**src/rtl/speed_key_sequencer.sv**
```systemverilog
`default_nettype none
// ============================================================================
//  Module   : speed_key_sequencer
//  Brief    : Synchronizes and debounces three active-low push-buttons and
//             turns them into single-cycle speed commands with auto-repeat
//             on the up/down keys and a non-repeating speed-reset command.
//  Revision : 1.0 - initial release
// ============================================================================
module speed_key_sequencer #(
  parameter int unsigned DEBOUNCE_CYCLES = 500000,
  parameter int unsigned REPEAT_DELAY    = 25000000,
  parameter int unsigned REPEAT_PERIOD   = 2500000
) (
  input  logic       clk,
  input  logic       rst_n,
  input  logic [2:0] i_key_n,
  output logic       o_step_up,
  output logic       o_step_down,
  output logic       o_speed_reset,
  output logic [2:0] o_key_held
);

  localparam logic [31:0] c_DB_LAST  = 32'(DEBOUNCE_CYCLES - 1);
  localparam logic [31:0] c_DLY_LAST = 32'(REPEAT_DELAY - 1);
  localparam logic [31:0] c_PER_LAST = 32'(REPEAT_PERIOD - 1);

  typedef enum logic [1:0] {
    S_IDLE   = 2'd0,
    S_DELAY  = 2'd1,
    S_REPEAT = 2'd2,
    S_LOCK   = 2'd3
  } state_t;

  logic [2:0]  r_sync1;
  logic [2:0]  r_sync2;
  logic [2:0]  r_key_held;   // debounced pressed state, 1 = pressed
  logic [2:0]  r_held_d;
  logic [31:0] r_db_cnt [3];

  state_t      r_state;
  logic        r_dir;        // latched direction: 0 = up, 1 = down
  logic [31:0] r_rpt_cnt;
  logic        r_step_up;
  logic        r_step_down;
  logic        r_speed_reset;

  state_t      w_state_nxt;
  logic        w_dir_nxt;
  logic [31:0] w_cnt_nxt;
  logic        w_up_nxt;
  logic        w_down_nxt;
  logic        w_rst_nxt;
  logic [2:0]  w_press;
  logic        w_both_held;
  logic        w_lat_held;

  // Two-flop synchronizer; idle level is released (1).
  always_ff @(posedge clk or negedge rst_n) begin
    if (!rst_n) begin
      r_sync1 <= 3'b111;
      r_sync2 <= 3'b111;
    end else begin
      r_sync1 <= i_key_n;
      r_sync2 <= r_sync1;
    end
  end

  // Debounce: the held state flips only after DEBOUNCE_CYCLES of disagreement.
  // The synchronized key is active-low, so equality with the held bit means
  // the two disagree.
  always_ff @(posedge clk or negedge rst_n) begin
    if (!rst_n) begin
      r_key_held <= 3'b000;
      for (int i = 0; i < 3; i++) begin
        r_db_cnt[i] <= '0;
      end
    end else begin
      for (int i = 0; i < 3; i++) begin
        if (r_sync2[i] == r_key_held[i]) begin
          if (r_db_cnt[i] == c_DB_LAST) begin
            r_key_held[i] <= ~r_sync2[i];
            r_db_cnt[i]   <= '0;
          end else begin
            r_db_cnt[i]   <= r_db_cnt[i] + 32'd1;
          end
        end else begin
          r_db_cnt[i] <= '0;
        end
      end
    end
  end

  // Delayed copy of the held state for press (rising edge) detection.
  always_ff @(posedge clk or negedge rst_n) begin
    if (!rst_n) begin
      r_held_d <= 3'b000;
    end else begin
      r_held_d <= r_key_held;
    end
  end

  assign w_press     = r_key_held & ~r_held_d;
  assign w_both_held = r_key_held[0] & r_key_held[1];
  assign w_lat_held  = r_dir ? r_key_held[1] : r_key_held[0];

  // State, direction, repeat counter and output pulse registers.
  always_ff @(posedge clk or negedge rst_n) begin
    if (!rst_n) begin
      r_state       <= S_IDLE;
      r_dir         <= 1'b0;
      r_rpt_cnt     <= '0;
      r_step_up     <= 1'b0;
      r_step_down   <= 1'b0;
      r_speed_reset <= 1'b0;
    end else begin
      r_state       <= w_state_nxt;
      r_dir         <= w_dir_nxt;
      r_rpt_cnt     <= w_cnt_nxt;
      r_step_up     <= w_up_nxt;
      r_step_down   <= w_down_nxt;
      r_speed_reset <= w_rst_nxt;
    end
  end

  // Next-state and pulse arbitration: reset key, then lock, then up/down.
  always_comb begin
    w_state_nxt = r_state;
    w_dir_nxt   = r_dir;
    w_cnt_nxt   = r_rpt_cnt;
    w_up_nxt    = 1'b0;
    w_down_nxt  = 1'b0;
    w_rst_nxt   = w_press[2];

    if (r_key_held[2]) begin
      w_state_nxt = S_IDLE;
      w_cnt_nxt   = '0;
    end else begin
      case (r_state)
        S_IDLE: begin
          if (w_both_held) begin
            w_state_nxt = S_LOCK;
          end else if (w_press[0] || w_press[1]) begin
            w_dir_nxt   = w_press[1];
            w_up_nxt    = w_press[0];
            w_down_nxt  = w_press[1];
            w_cnt_nxt   = '0;
            w_state_nxt = S_DELAY;
          end
        end
        S_DELAY, S_REPEAT: begin
          if (w_both_held) begin
            w_state_nxt = S_LOCK;
          end else if (!w_lat_held) begin
            w_state_nxt = S_IDLE;
          end else if (r_rpt_cnt == ((r_state == S_DELAY) ? c_DLY_LAST : c_PER_LAST)) begin
            w_up_nxt    = ~r_dir;
            w_down_nxt  = r_dir;
            w_cnt_nxt   = '0;
            w_state_nxt = S_REPEAT;
          end else begin
            w_cnt_nxt   = r_rpt_cnt + 32'd1;
          end
        end
        S_LOCK: begin
          if (r_key_held[1:0] == 2'b00) begin
            w_state_nxt = S_IDLE;
          end
        end
        default: begin
          w_state_nxt = S_IDLE;
        end
      endcase
    end
  end

  assign o_step_up     = r_step_up;
  assign o_step_down   = r_step_down;
  assign o_speed_reset = r_speed_reset;
  assign o_key_held    = r_key_held;

endmodule
`default_nettype wire

```
**config.mk**
```make
export PLATFORM = sky130hd
export DESIGN_NAME = speed_key_sequencer
export DESIGN_NICKNAME = d
export VERILOG_FILES = /design/src/rtl/speed_key_sequencer.sv
export SDC_FILE = /design/constraint.sdc
export NUM_CORES = 1
export LEC_CHECK = 0
export BUFFER_PORTS_ARGS = -buffer_cell sky130_fd_sc_hd__buf_2
export CAP_MARGIN = 40
export CORE_UTILIZATION = 65
export CTS_BUF_LIST = sky130_fd_sc_hd__clkbuf_4
export CTS_CLUSTER_SIZE = 25
export DETAILED_ROUTE_END_ITERATION = 8
export HOLD_SLACK_MARGIN = 0.08
export MAX_ROUTING_LAYER = met4
export PLACE_DENSITY = 0.89
export SETUP_SLACK_MARGIN = 0.3
export SLEW_MARGIN = 0
export SYNTH_ARGS = -nofsm -noshare
export SYNTH_HDL_FRONTEND = slang
export SYNTH_SLANG_ARGS = --single-unit
```
**constraint.sdc**
```tcl
create_clock -name clk -period 5.45 [get_ports clk]
set_input_delay 0.2725 -clock clk [delete_from_list [all_inputs] [get_ports clk]]
set_output_delay 0.2725 -clock clk [all_outputs]
set_load 0.01 [all_outputs]
```
==> summary.txt <==
layout cell share with drive strength beyond 1: 8.458%
final setup TNS: 0 ps
CP delay by family, top: simple AND/OR/NAND/NOR gates
number of max-cap violations: 0
Critical Path Stages: 7
Core ar.: 10980 sq um
r2r setup slk: 2570 ps
Tmin final: 2880 ps
CTS Sinks: 146
layout overhead on the synthesized area: 7.130%
fmax: 0.3473 GHz
Pre-antenna DRT Iters: 5
reg2reg path depth: 7
crit share post-route: 52.84%
EDFF count, synth: 0
synth warn: 0
I/O pin cnt: 11
wire length on met1: 6590 um
Worst-Margin Slew: 904.5 ps
hpwl dp: 10200 um
peak supply drop: 0.2677 mV
met3 routed WL: 709 um
Slew headroom: 39.18%
Final GP Congestion: 0.9136
worst r2r src: r_rpt_cnt[1]
LEAKAGE: 0.003376 uW
first-pass GRT wire length: 25260 um
Arr. time, crit path: 3310 ps
pwr/cell area: 243.1 nW/um^2
Root Driver: clkbuf_4
drt via density: 6.034
clock buffer depth: 2
Avg Cell Area, Syn: 9.495 sq um
diode count: 0
outcome: complete, no violations
sequential share of the synthesized area: 49.43%
Max FO, Critical Path: 13
Max Transition Viols Final: 0
syn_nets: 792
initial antenna violation count: 0
row cnt: 38
I/O Buffers: 10
worst skew pair latency: 550 ps
global route overflow: 0
CTS tree: yes
Layout Skew: 19.71 ps
Crit. End Element: register
H-tree Lvls: 4
DIE HEIGHT: 108.7 um
Worst Setup SP: r_rpt_cnt[1]
Yosys reg bits: 146
post-place setup slack: 2682 ps
post-cts gate resize count: 0
largest net degree at the start of global routing: 92
final hold vios: 0
R2R Path End: r_rpt_cnt[0]
Worst Path Buf+Inv: 0
initial core utilization: 67.43%
crit path max-delay cell type: o31ai_1
drt wl/cell: 15.71 um
Synth async-reset ratio: 100.0%
commonest non-fill, non-tap cell in the layout: nor2_1
cells along the critical path: ha_1, nand3_1, nor4_1, o21ai_0, o31ai_1, or2_2, o21ai_0
setup ws final: 2570 ps
Setup crit end: r_rpt_cnt[0]
Synth Instances: 780
Critical Path Source Type: register
most frequent cells in the layout: nor2_1 (154), dfrtp_1 (140), xor2_1 (75), nand2_1 (69), nand3_1 (52)
global-route usage over all layers: 28.39%
RSZ-0062 raised after global routing: false
drt drc: 0
drt first-iter violations: 456
Num CTS Buffers: 17
Highest Signal Layer: met4
Via Count: 5696
Final setup viols: 0
most frequent CP cell: o21ai_0
Main synth FF type: dfrtp_1
final layout net count: 803
max incr delay on CP: 750 ps
Netlist cell types: 57
worst hold path class: in2async
Worst-path clk slew: 130 ps
Mapped Area: 7406 sq um
vias in the first global route: 5535
chip width: 108.7 um
Antenna Nets Post-Route: 0
critical path class: reg2reg
Total Wirelength: 14830 um
CP required: 5880 ps
met2 WL post-DR: 7371 um
Die ar.: 11820 sq um
cells in the mapped netlist, types with 7 or more instances:
cell / instances / area (sq um)
nor4_1: 24 / 150.1
buf_2: 9 / 45.04
dfrtp_1: 140 / 3503
nand4_1: 33 / 206.5
and4_1: 9 / 78.83
ha_1: 7 / 87.58
xor2_1: 75 / 656.9
xnor2_1: 42 / 367.9
o21ai_0: 7 / 35.03
clkbuf_1: 14 / 52.55
inv_1: 15 / 56.30
and3_1: 16 / 100.1
nor2_1: 154 / 578.1
nand2_1: 69 / 259.0
nand3_1: 52 / 260.3
nor3_1: 24 / 120.1
routing by layer:
layer	vias up	global-route usage, %
met2	157	46.52
met5	-	-
met1	2807	35.40
met4	0	7.432
met3	21	6.934
li1	2711	-
where the power goes:
part / internal [uW] / leakage [uW] / switching, uW / total, uW
sequential: 1090 / 0.00201 / 7.35 / 1100
combinational: 10.8 / 0.00119 / 37.4 / 48.2
clock: 377 / 0.000177 / 404 / 781
cell type report:
cell class | count | area [sq um]
Timing Repair Buffer | 17 | 130.1
Multi-Input combinational cell | 594 | 3576
Inverter | 15 | 56.30
Fill cell | 777 | 3049
Clock inverter | 14 | 200.2
Clock buffer | 18 | 135.1
Sequential cell | 146 | 3661
Tap cell | 140 | 175.2
state kept, by name, summed over array words and instances (netlist names), 2 cells and up:
signal      count
r_held_d        3
r_sync1         3
r_rpt_cnt      32
r_sync2         3
r_db_cnt       96
o_key_held      3
r_state         2
worst register-to-register path, cell delays in order (launching register included):
cell     delay [ps]
dfrtp_1         430
ha_1            230
nand3_1         410
nor4_1          420
o21ai_0         150
o31ai_1         750
or2_2           290
o21ai_0          90
kinds of logic (layout without fill, tap and decap cells):
| kind of cell | count (synthesis) | after routing | synth area share, % |
|---|---|---|---|
| xor+xnor | 117 | 117 | 13.84 |
| fa+ha+maj | 7 | 7 | 1.183 |
| flops | 146 | 146 | 49.43 |
| buf+inv | 40 | 64 | 2.281 |
| compound gates | 37 | 37 | 3.717 |
| simple gates | 430 | 430 | 29.14 |
| mux | 3 | 3 | 0.4055 |
metrics by stage:
step	area [sq um]	total power [uW]	util, %	hold slack [ps]	std cells
5_1_grt	7934	2005	72.24	309.8	944
2_1_floorplan	7406	1139	-	-23.09	780
3_5_place_dp	7559	1168	68.82	349.0	908
6_report	7934	1929	72.24	331.7	944
3_3_place_gp	7532	1164	68.58	347.1	906
4_1_cts	7934	1951	72.24	304.7	944
how the worst min path moves through the flow:
stage                          start            end  slack [ps]  cells after the start
after floorplan                rst_n  o_key_held[0]         -20                      0
after global placement    r_sync1[0]     r_sync2[0]         350                      0
after detailed placement  r_sync1[0]     r_sync2[0]         350                      0
after CTS                 i_key_n[2]     r_sync1[2]         300                      2
after global routing      i_key_n[2]     r_sync1[2]         310                      2
final                          rst_n   r_db_cnt[55]         330                      2
repair_timing:
item                       in CTS  in global routing
hold endpoints to repair       89                  0
setup endpoints to repair       0                  0
hold buffers                    4                  0
buffers inserted                0                  0
Power figures use the tool's default switching activity.
